**config.mk**
```make
export PLATFORM = sky130hd
export DESIGN_NAME = dff_reg_arbiter_flat
export DESIGN_NICKNAME = d
export VERILOG_FILES = /design/src/rtl/dff_reg_arbiter_if.sv /design/src/rtl/dff_reg_arbiter.sv /design/src/flat_wrapper.sv
export SDC_FILE = /design/constraint.sdc
export NUM_CORES = 1
export LEC_CHECK = 0
export CORE_ASPECT_RATIO = 0.6
export CORE_MARGIN = 2
export CORE_UTILIZATION = 39
export DETAILED_ROUTE_END_ITERATION = 16
export PLACE_DENSITY = 0.85
export SLEW_MARGIN = 10
export SYNTH_ARGS = -nofsm -noshare
export SYNTH_HDL_FRONTEND = slang
export SYNTH_SLANG_ARGS = --single-unit
```
**constraint.sdc**
```tcl
create_clock -name clk -period 1.8 [get_ports clk]
set_input_delay 0.36 -clock clk [delete_from_list [all_inputs] [get_ports clk]]
set_output_delay 0.36 -clock clk [all_outputs]
set_load 0.01 [all_outputs]
```
**src/rtl/dff_reg_arbiter_if.sv**
```systemverilog
// Request/grant bundle between lab clients and the shared-register arbiter.
// Clients drive req/we/wdata; the arbiter returns grant, ack and data.
interface dff_reg_arbiter_if #(
  parameter int N_REQ = 4,
  parameter int WIDTH = 8
);
  logic [N_REQ-1:0]       req;
  logic [N_REQ-1:0]       we;
  logic [N_REQ*WIDTH-1:0] wdata;
  logic [N_REQ-1:0]       gnt;
  logic [N_REQ-1:0]       ack;
  logic [WIDTH-1:0]       rdata;
  logic [WIDTH-1:0]       reg_q;
  logic                   busy;

  modport master (
    output req, we, wdata,
    input  gnt, ack, rdata, reg_q, busy
  );

  modport slave (
    input  req, we, wdata,
    output gnt, ack, rdata, reg_q, busy
  );
endinterface

```
**src/rtl/dff_reg_arbiter.sv**
```systemverilog
// Round-robin arbiter sharing one WIDTH-bit register among N_REQ clients.
// Sequence per access: IDLE (pick) -> ACCESS (read/write) -> ACK.
module dff_reg_arbiter #(
  parameter int N_REQ = 4,
  parameter int WIDTH = 8
) (
  input  logic clk,
  input  logic rst_n,
  dff_reg_arbiter_if.slave bus
);

  localparam int PW = (N_REQ > 1) ? $clog2(N_REQ) : 1;
  localparam logic [N_REQ-1:0] ONE = {{(N_REQ-1){1'b0}}, 1'b1};

  typedef enum logic [1:0] {
    IDLE   = 2'd0,
    ACCESS = 2'd1,
    ACK    = 2'd2
  } state_e;

  state_e           state_q, state_d;
  logic [PW-1:0]    ptr_q, ptr_d;
  logic [PW-1:0]    win_q, win_d;
  logic [PW-1:0]    pick, rr_idx, win_nxt;
  logic [N_REQ-1:0] gnt_q, gnt_d;
  logic [N_REQ-1:0] ack_q, ack_d;
  logic [WIDTH-1:0] data_q, data_d;
  logic [WIDTH-1:0] rdata_q, rdata_d;
  logic [WIDTH-1:0] wslice;

  // Scan from the far end back to ptr so the closest requester wins.
  always_comb begin
    pick   = ptr_q;
    rr_idx = '0;
    for (int k = N_REQ - 1; k >= 0; k--) begin
      rr_idx = PW'((int'(ptr_q) + k) % N_REQ);
      if (bus.req[rr_idx]) pick = rr_idx;
    end
  end

  assign win_nxt = (win_q == PW'(N_REQ - 1)) ? '0 : win_q + PW'(1);
  assign wslice  = bus.wdata[win_q*WIDTH +: WIDTH];

  always_ff @(posedge clk) begin
    if (!rst_n) begin
      state_q <= IDLE;
      ptr_q   <= '0;
      win_q   <= '0;
      gnt_q   <= '0;
      ack_q   <= '0;
      data_q  <= '0;
      rdata_q <= '0;
    end else begin
      state_q <= state_d;
      ptr_q   <= ptr_d;
      win_q   <= win_d;
      gnt_q   <= gnt_d;
      ack_q   <= ack_d;
      data_q  <= data_d;
      rdata_q <= rdata_d;
    end
  end

  always_comb begin
    state_d = state_q;
    win_d   = win_q;
    ptr_d   = ptr_q;
    unique case (state_q)
      IDLE: begin
        if (|bus.req) begin
          state_d = ACCESS;
          win_d   = pick;
        end
      end
      ACCESS: begin
        if (bus.req[win_q]) begin
          state_d = ACK;
        end else begin
          state_d = IDLE;
          ptr_d   = win_nxt;
        end
      end
      ACK: begin
        state_d = IDLE;
        ptr_d   = win_nxt;
      end
      default: state_d = IDLE;
    endcase
  end

  always_comb begin
    gnt_d   = '0;
    ack_d   = '0;
    data_d  = data_q;
    rdata_d = rdata_q;
    unique case (state_q)
      IDLE: begin
        if (|bus.req) gnt_d = ONE << pick;
      end
      ACCESS: begin
        if (bus.req[win_q]) begin
          ack_d = ONE << win_q;
          if (bus.we[win_q]) data_d = wslice;
          rdata_d = data_d;
        end
      end
      default: ;
    endcase
  end

  assign bus.gnt   = gnt_q;
  assign bus.ack   = ack_q;
  assign bus.rdata = rdata_q;
  assign bus.reg_q = data_q;
  assign bus.busy  = (state_q != IDLE);

endmodule

```
**src/flat_wrapper.sv**
```systemverilog
// flat-port wrapper written by rule: the top's interface ports become plain ports
module dff_reg_arbiter_flat 
#(
  parameter int N_REQ = 4,
  parameter int WIDTH = 8
)
  (clk, rst_n, bus_req, bus_we, bus_wdata, bus_gnt, bus_ack, bus_rdata, bus_reg_q, bus_busy);
  dff_reg_arbiter_if #(.N_REQ(N_REQ), .WIDTH(WIDTH)) bus_i ();
  input  logic clk;
  input  logic rst_n;
  input wire logic [$bits(bus_i.req)-1:0] bus_req;
  input wire logic [$bits(bus_i.we)-1:0] bus_we;
  input wire logic [$bits(bus_i.wdata)-1:0] bus_wdata;
  output wire logic [$bits(bus_i.gnt)-1:0] bus_gnt;
  output wire logic [$bits(bus_i.ack)-1:0] bus_ack;
  output wire logic [$bits(bus_i.rdata)-1:0] bus_rdata;
  output wire logic [$bits(bus_i.reg_q)-1:0] bus_reg_q;
  output wire logic [$bits(bus_i.busy)-1:0] bus_busy;
  assign bus_i.req = bus_req;
  assign bus_i.we = bus_we;
  assign bus_i.wdata = bus_wdata;
  assign bus_gnt = bus_i.gnt;
  assign bus_ack = bus_i.ack;
  assign bus_rdata = bus_i.rdata;
  assign bus_reg_q = bus_i.reg_q;
  assign bus_busy = bus_i.busy;
  dff_reg_arbiter #(.N_REQ(N_REQ), .WIDTH(WIDTH)) u_core (.clk(clk), .rst_n(rst_n), .bus(bus_i));
endmodule
```
==> impl_metrics.yaml <==
sta:
  clock_skew_ns: 0.00243
  tightest_slew_ns: 0.370
  finalSetupViolations: 0
  max_freq_ghz: 0.593
  finalMaxSlewViolations: 0
  layout_min_cycle_time_ns: 1.69
  max_slew_margin: 0.753
  fin_crit_sh: 0.937
  finalHoldViolations: 0
  grt_setup_unrepaired: "no"
placement:
  dp_hpwl_um: 2800
  dpl_cell_area_sq_mm: 0.00198
  gp_congestion: 0.732
  portBuffers: 66
die:
  die_h_um: 48.8
  ios: 67
  die_area_sq_mm: 0.00384
  floorplan.core_area_sq_mm: 0.00322
  rows: 16
  start_util: 0.405
  die_width_um: 78.7
final_layout:
  nFillCells: 255
  layout.nets: 241
  area_growth_pct: 57.2
  drive_above_1_share: 0.139
  antenna-diode-count: 0
  most-common-layout-cells: "clkdlybuf4s50_1 (65), nand2_1 (27), dfxtp_1 (22)"
  layout_commonest_cell: "clkdlybuf4s50_1"
  final_area_sq_mm: 0.00205
power_and_ir_drop:
  leakage_nw: 0.828
  powerDensity_mw_per_mm2: 755
  p_int_mw: 1.13
  max-vdd-ir-drop_mv: 0.576
  total_power_mw: 1.55
  swShare: 0.269
  power_frac_comb: 0.334
  p_switching_mw: 0.418
  p_clk_frac: 0.299
  power_frac_seq: 0.367
setup_path:
  arrival_ns: 1.88
  r2r_end: "u_core.bus.reg_q[5]"
  worst-path-max-fanout: 8
  critPathRequiredTime_ns: 1.99
  rrSetupSlack_ns: 0.17
  rr_worst_depth: 5
  crit_type: "in2reg"
  cp-start-kind: "primary input"
  rr_startpoint: "u_core.win_q[0]"
  worstSetupEndpointType: "flip-flop"
logic_synthesis:
  synth_xor_area_frac: 0
  synthMuxAreaShare: 0.251
  yosys.area_share.adder: 0.0383
  syn_inst: 131
  synthDominantCellAreaShare: 0.337
  synth_compound_area_frac: 0.0738
  yosys.area.top_type: "dfxtp_1"
  synth_top_family_by_area: "multiplexers"
  synth_area_leaders: "dfxtp_1 (34%), mux4_2 (16%), mux2i_1 (8.4%), nand2_1 (7.8%), buf_4 (5.2%)"
  synthesis.nets: 177
  ys_seq_elements: 22
  ys_seq_area_frac: 0.337
  syn_avg_cell_area_sq_um: 9.97
  synthesis.area_sq_mm: 0.00131
  ys_warn_count: 0
  ys_types: 31
  synth-simple-area-share: 0.193
clocking:
  worstSkewPairLatency_ns: 0.27
  cts_inserted_buffers: 3
  cts.root.buffer_cell: "clkbuf_8"
  htree_num_levels: 1
  postCtsSetupRepairBufs: 0
  cts_buffer_depth: 2
  cts_tree: "done"
  path_clk_slew_ns: 0.08
  cts_sinks: 22
  hold_buffers: 0
min_path:
  worstHoldPathType: "reg2reg"
  holdPathStages: 2
  worstHoldStart: "u_core.bus.reg_q[2]"
  whs_endpoint: "u_core.bus.reg_q[2]"
detailed_routing:
  vias: 1210
  post_drt_via_cell_ratio: 5.06
  dr.pass1.iters: 4
  drt_wl_total_um: 3650
  drt_iter0_drc: 70
  antenna_left: 0
  routedWlPerCell_um: 15.3
  drc: 0
grt:
  grt_remaining_overflow: 0
  grt_max_degree: 16
  grt_pass1_vias: 1215
  grt_usage: 0.199
  grt_pass1_wl_um: 5930
  antenna_found_initial: 0
run_status:
  status: "complete, no violations"
run:
  cap_violations: 0
state kept, by name, summed over array words and instances, names as in the netlist:
name	count
u_core.bus.reg_q	8
u_core.bus.ack	4
u_core.bus.gnt	4
u_core.ptr_q	2
u_core.state_q	2
u_core.win_q	2
Yosys cell counts, drive strengths merged:
cell / instances
nor4: 1
nand2: 27
mux2: 1
a2bb2oi: 1
a31oi: 1
dfxtp: 22
nand2b: 1
nor3b: 4
mux2i: 11
nor2b: 4
nand3: 4
and3b: 1
o21ai: 2
mux4: 9
nor3: 2
nor2: 6
o21a: 1
a211o: 1
clkbuf: 2
inv: 5
buf: 14
o211ai: 1
o22ai: 1
ha: 4
a21boi: 2
a21oi: 3
logic make-up after synthesis:
family          count (synthesis)
mux                            21
simple gates                   50
compound gates                 13
flops                          22
buf+inv                        21
fa+ha+maj                       4
metrics by stage:
step,worst slack (ns),TNS (ns),instances,hold slack [ns],utilization
2_1_floorplan,0.376,0,131,0.455,-
3_3_place_gp,-0.0255,-0.218,235,0.464,0.615
3_5_place_dp,-0.139,-1.06,235,0.474,0.615
4_1_cts,0.132,0,239,0.485,0.637
5_1_grt,0.0449,0,239,0.518,0.637
6_report,0.114,0,239,0.486,0.637
metal layers:
metal	routed length [um]	share of wire	track usage
met1	1520	0.42	0.246
met2	1740	0.48	0.343
met3	372	0.10	0.0648
met4	10	0.0027	0.0351
met5	0	0	0
how the worst max path moves through the flow:
stage | slack [ns] | cells past startpoint | from | to
floorplan | 0.38 | 5 | u_core.win_q[0] | u_core.bus.reg_q[0]
global placement | -0.03 | 5 | bus_req[3] | u_core.bus.reg_q[3]
CTS | 0.13 | 5 | bus_req[3] | u_core.bus.reg_q[5]
finish | 0.11 | 5 | bus_req[3] | u_core.bus.reg_q[5]
detailed placement | -0.14 | 5 | bus_req[3] | u_core.bus.reg_q[7]
global route | 0.04 | 5 | bus_req[3] | u_core.bus.reg_q[0]
power groups by stage:
stage	logic [mW]	registers (mW)	clock network, mW
4_1_cts	0.520	0.569	0.471
5_1_grt	0.558	0.575	0.504
6_report	0.517	0.570	0.464
3_3_place_gp	0.497	0.576	0
3_5_place_dp	0.516	0.580	0
2_1_floorplan	0.297	0.576	0
critical path, stage by stage:
cell             delay [ns]
clkdlybuf4s50_1        0.57
mux2i_1                0.24
a2bb2oi_2              0.22
nand2b_4               0.25
mux2i_1                0.22
final cells by class:
class                           count  area, sq um  area share
Sequential cell                    22          440       0.215
Tap cell                           45         56.3      0.0274
Clock inverter                      1         30.0      0.0146
Timing Repair Buffer               75          739       0.360
Inverter                            5         18.8     0.00914
Clock buffer                        3         41.3      0.0201
Multi-Input combinational cell     88          727       0.354
what timing repair did:
item / 4_1_cts / 5_1_grt
gates resized for setup: 1 / 0
endpoints found under the setup margin: 1 / 0
endpoints found under the hold margin: 0 / 0
(Power assumes the default switching activity.)
